==> src/rtl/dmrf_sequencer.sv <==
// Multi-cycle control sequencer for the FullDMRFALU datapath: accepts one
// instruction at a time, then walks EXEC/MEM/WB with fully registered controls.
module dmrf_sequencer #(
  parameter int CNT_W = 16
) (
  input  logic             clk,
  input  logic             rst_n,
  input  logic [31:0]      instr,
  input  logic             instr_valid,
  output logic             instr_ready,
  input  logic             Zero,
  output logic [4:0]       rs,
  output logic [4:0]       rt,
  output logic [4:0]       rd,
  output logic [15:0]      SEin,
  output logic [3:0]       FuncCode,
  output logic             Regsel,
  output logic             ALUsel,
  output logic [1:0]       ALUOp,
  output logic             MemWrite,
  output logic             MemRead,
  output logic             MemToRegSel,
  output logic             RegWrite,
  output logic             done,
  output logic             branch_taken,
  output logic             err,
  output logic [CNT_W-1:0] instr_count
);

  typedef enum logic [1:0] {IDLE, EXEC, MEM, WB} state_e;
  typedef enum logic [2:0] {OP_R, OP_ADDI, OP_LW, OP_SW, OP_BEQ, OP_ILL} op_e;

  state_e           state_q;
  op_e              op_q, op_d;
  logic [4:0]       rs_q, rt_q, rd_q;
  logic [15:0]      sein_q;
  logic [3:0]       func_q;
  logic             regsel_q, alusel_q, m2r_q;
  logic [1:0]       aluop_q;
  logic             regsel_d, alusel_d, m2r_d;
  logic [1:0]       aluop_d;
  logic             mw_q, mr_q, rw_q, done_q, bt_q, err_q;
  logic [CNT_W-1:0] cnt_q;

  // Shamt/upper function bits are not used by this datapath.
  logic unused_bits;
  assign unused_bits = ^instr[10:4];

  always_comb begin
    op_d     = OP_ILL;
    regsel_d = 1'b0;
    alusel_d = 1'b0;
    aluop_d  = 2'b00;
    m2r_d    = 1'b0;
    case (instr[31:26])
      6'b000000: begin op_d = OP_R;    regsel_d = 1'b1; aluop_d = 2'b10; end
      6'b001000: begin op_d = OP_ADDI; alusel_d = 1'b1; end
      6'b100011: begin op_d = OP_LW;   alusel_d = 1'b1; m2r_d = 1'b1; end
      6'b101011: begin op_d = OP_SW;   alusel_d = 1'b1; end
      6'b000100: begin op_d = OP_BEQ;  aluop_d  = 2'b01; end
      default: ;
    endcase
  end

  always_ff @(posedge clk or negedge rst_n) begin
    if (!rst_n) begin
      state_q  <= IDLE;
      op_q     <= OP_ILL;
      rs_q     <= '0;
      rt_q     <= '0;
      rd_q     <= '0;
      sein_q   <= '0;
      func_q   <= '0;
      regsel_q <= 1'b0;
      alusel_q <= 1'b0;
      aluop_q  <= 2'b00;
      m2r_q    <= 1'b0;
      mw_q     <= 1'b0;
      mr_q     <= 1'b0;
      rw_q     <= 1'b0;
      done_q   <= 1'b0;
      bt_q     <= 1'b0;
      err_q    <= 1'b0;
      cnt_q    <= '0;
    end else begin
      case (state_q)
        IDLE: if (instr_valid) begin
          state_q  <= EXEC;
          op_q     <= op_d;
          rs_q     <= instr[25:21];
          rt_q     <= instr[20:16];
          rd_q     <= instr[15:11];
          sein_q   <= instr[15:0];
          func_q   <= instr[3:0];
          regsel_q <= regsel_d;
          alusel_q <= alusel_d;
          aluop_q  <= aluop_d;
          m2r_q    <= m2r_d;
          done_q   <= (op_d == OP_BEQ) || (op_d == OP_ILL);
          err_q    <= (op_d == OP_ILL);
          // Zero is captured at acceptance so branch_taken stays registered
          // yet lines up with the single-cycle BEQ done pulse.
          bt_q     <= (op_d == OP_BEQ) && Zero;
        end
        EXEC: case (op_q)
          OP_R, OP_ADDI: begin state_q <= WB;  rw_q <= 1'b1; done_q <= 1'b1; end
          OP_LW:         begin state_q <= MEM; mr_q <= 1'b1; end
          OP_SW:         begin state_q <= MEM; mw_q <= 1'b1; done_q <= 1'b1; end
          default: begin
            state_q  <= IDLE;
            done_q   <= 1'b0;
            err_q    <= 1'b0;
            bt_q     <= 1'b0;
            regsel_q <= 1'b0;
            alusel_q <= 1'b0;
            aluop_q  <= 2'b00;
            m2r_q    <= 1'b0;
            if (op_q == OP_BEQ) cnt_q <= cnt_q + CNT_W'(1);
          end
        endcase
        MEM: if (op_q == OP_LW) begin
          state_q <= WB;
          rw_q    <= 1'b1;
          done_q  <= 1'b1;
        end else begin
          state_q  <= IDLE;
          mw_q     <= 1'b0;
          done_q   <= 1'b0;
          regsel_q <= 1'b0;
          alusel_q <= 1'b0;
          aluop_q  <= 2'b00;
          m2r_q    <= 1'b0;
          cnt_q    <= cnt_q + CNT_W'(1);
        end
        WB: begin
          state_q  <= IDLE;
          rw_q     <= 1'b0;
          mr_q     <= 1'b0;
          done_q   <= 1'b0;
          regsel_q <= 1'b0;
          alusel_q <= 1'b0;
          aluop_q  <= 2'b00;
          m2r_q    <= 1'b0;
          cnt_q    <= cnt_q + CNT_W'(1);
        end
        default: state_q <= IDLE;
      endcase
    end
  end

  assign instr_ready  = (state_q == IDLE);
  assign rs           = rs_q;
  assign rt           = rt_q;
  assign rd           = rd_q;
  assign SEin         = sein_q;
  assign FuncCode     = func_q;
  assign Regsel       = regsel_q;
  assign ALUsel       = alusel_q;
  assign ALUOp        = aluop_q;
  assign MemToRegSel  = m2r_q;
  assign MemWrite     = mw_q;
  assign MemRead      = mr_q;
  assign RegWrite     = rw_q;
  assign done         = done_q;
  assign branch_taken = bt_q;
  assign err          = err_q;
  assign instr_count  = cnt_q;

endmodule

==> config.mk <==
export PLATFORM = sky130hd
export DESIGN_NAME = dmrf_sequencer
export DESIGN_NICKNAME = d
export VERILOG_FILES = /design/src/rtl/dmrf_sequencer.sv
export SDC_FILE = /design/constraint.sdc
export NUM_CORES = 1
export LEC_CHECK = 0
export CORE_UTILIZATION = 44
export CTS_CLUSTER_SIZE = 14
export DETAILED_ROUTE_END_ITERATION = 6
export GPL_ROUTABILITY_DRIVEN = 0
export MAX_ROUTING_LAYER = met4
export PLACE_DENSITY = 0.88
export SYNTH_ARGS = -nofsm -noshare
export SYNTH_HDL_FRONTEND = slang
export SYNTH_SLANG_ARGS = --single-unit
==> constraint.sdc <==
create_clock -name clk -period 2.3 [get_ports clk]
set_clock_uncertainty 0.1 [all_clocks]
set_input_delay 0.345 -clock clk [delete_from_list [all_inputs] [get_ports clk]]
set_output_delay 0.345 -clock clk [all_outputs]
set_load 0.1 [all_outputs]
==> impl_metrics.yaml <==
floorplanning:
  rows: 27
  die_area_um2: 6127
  io_pins: 99
  die_h_um: 78.28
  core_area_um2: 5540
  die_x_um: 78.28
  initial_core_util_pct: 46.21
global_routing:
  grt_use_met1_pct: 27.54
  grtUsageMet3_pct: 4.651
  grtUsageTotal_pct: 22.64
  antenna_found_initial: 0
  grt_max_degree: 36
  grt_pass1_vias: 2199
  use_met2_pct: 36.58
  busiest_layer: "met2"
  grt_pass1_wl_mm: 10.34
  grt.overflow.total: 0
setup_path:
  critical_path_class: "register to register"
  arrival_ns: 2.00
  cp-end-kind: "register"
  start_kind: "register"
  crit_path_max_fanout: 15
  crit_required_ns: 2.41
synth:
  synth_mux_area_share_pct: 0.8309
  synth_top_area_cell: "dfrtp_1"
  netlist_instances: 264
  synth.avg_cell_area_um2: 9.697
  synth_fa_ha_area_share_pct: 0.4888
  synthSimpleGateAreaFrac_pct: 25.81
  synth_compound_area_share_pct: 6.061
  synth-seq-cells: 58
  synth.distinct_cells: 41
  synth_area_um2: 2560
  synthesis.yosys.warnings: 0
  yosysMostFrequentCell: "nand2_1"
  yosysSeqAreaShare_pct: 56.79
  synth_area_leaders: "dfrtp_1 55%, nand2_1 14%, xnor2_1 3.8%"
  synth_edf_count: 0
  synth_common_cells: "98 x nand2_1, 56 x dfrtp_1, 11 x nor2_1, 11 x xnor2_1, 9 x buf_4"
  synth_fp_nets: 301
  synth_top_family_by_area: "simple AND/OR/NAND/NOR gates"
  synth-main-ff-cell: "dfrtp_1"
  async_flop_share_pct: 100.0
  synth_xor_area_share_pct: 5.132
  synth_top_area_share_pct: 54.74
route:
  dr.pass1.iters: 4
  postRouteAntennaNets: 0
  post_drt_wl_per_cell_um: 13.69
  wl_mm: 5.995
  remaining_drc_errors: 0
  drtIter0Drc: 149
  via_count: 2198
  vias_per_cell: 5.018
clocking:
  path_clk_slew_ns: 0.06
  clock-sinks: 58
  cts_root_buf: "clkbuf_8"
  cts_htree_levels: 3
  numCtsBuffers: 9
  tritoncts: "yes"
  insertion_delay_ns: 0.32
  cts_max_path_buffers: 2
place:
  dp_slack_ns: 0.3425
  place_area_um2: 3420
  port_buffers: 98
  post-dp-hpwl_mm: 4.442
layout:
  fillers: 476
  layout-drive-gt1-share_pct: 25.14
  areaGrowthSynthToFinish_pct: 42.08
  fin_nets: 398
  design_area_um2: 3637
  diodes: 0
timing:
  rsz0062_at_grt: "no"
  setup_viol: 0
  fin_setup_tns_ns: 0
  relSlewSlack_pct: 62.77
  finalCriticalPeriod_ns: 1.891
  hold_viol_final: 0
  report.final.slew_viol_count: 0
  max_freq_mhz: 529.0
  tightest_slew_ns: 0.5585
  hold_slack_ns: 0.3879
  setup_ws_ns: 0.4095
  fin_crit_sh_pct: 82.20
run_status:
  outcome: "complete, no violations"
min_path:
  min_path_type: "register to register"
run:
  maxCapViolations: 0
critical path: stages (launching register included):
cell and delay [ns]:
dfrtp_1 0.63, and4bb_2 0.35, a211o_1 0.35, nand4_1 0.18, xnor2_1 0.16
worst paths after layout:
| check | from | endpoint | slack (ns) | depth (start not counted) |
|---|---|---|---|---|
| min in group asynchronous | rst_n | instr_count[14] | 0.44 | 2 |
| hold reg to reg | rt[1] | rt[1] | 0.39 | 2 |
| setup reg to reg | state_q[0] | instr_count[7] | 0.41 | 4 |
| hold / removal | rt[1] | rt[1] | 0.39 | 2 |
| setup / recovery | state_q[0] | instr_count[7] | 0.41 | 4 |
| max in group asynchronous | rst_n | op_q[2] | 1.02 | 3 |
flip-flops by register name (all words and copies together), names as in the netlist, 2 cells and up:
register,count
instr_count,16
ALUOp,2
rt,5
rs,5
SEin,11
state_q,2
rd,5
op_q,3
metrics by stage:
step / utilization (%) / cells
after global placement: 61.72 / 421
after CTS: 65.65 / 438
after floorplan: - / 264
after detailed placement: 61.72 / 421
after global routing: 65.65 / 438
final: 65.65 / 438
kinds of logic after synthesis:
family	after synthesis
xor gates and xnor gates	15
adders and majority gates	1
AOI/OAI and AO/OA	22
and+or+nand+nor	146
buffers and inverters	20
muxes	2
DFF	58
what timing repair did:
item                      in CTS  in global routing
gates resized for setup        0                  0
hold endpoints to repair      23                  0
hold buffers                   1                  0
setup buffers                  0                  0
cells in the final DEF, fill, tap and decap left out, types with 3 or more instances in the layout:
cell type	n
nand2_1	98
buf_4	67
o22ai_1	3
and2_1	3
nand4_1	4
a21oi_1	5
dfrtp_1	56
and4_1	3
clkdlybuf4s50_1	34
xor2_1	4
nor2_1	10
clkbuf_8	12
nand3_1	7
nor3_1	4
and3_1	4
o21ai_0	5
xnor2_1	11
metal layers:
layer  vias up  routed length [um]
met5         -                   0
met3        11                 297
met2        79                3021
met4         0                  87
met1      1052                2590
li1       1056                   -
final cells by class:
type | instances | area (um2) | area share (%)
clock buffers | 14 | 172.7 | 4.747
clock inverters | 2 | 35.03 | 0.9632
inverters | 1 | 3.754 | 0.1032
multi-input cells | 186 | 983.4 | 27.04
flip-flops and latches | 58 | 1454 | 39.97
well taps | 72 | 90.09 | 2.477
repair buffers | 105 | 898.4 | 24.70
Power is left out: the tool's default activity adds up to more than one toggle a clock period on the data nets, which glitch-free logic cannot reach.
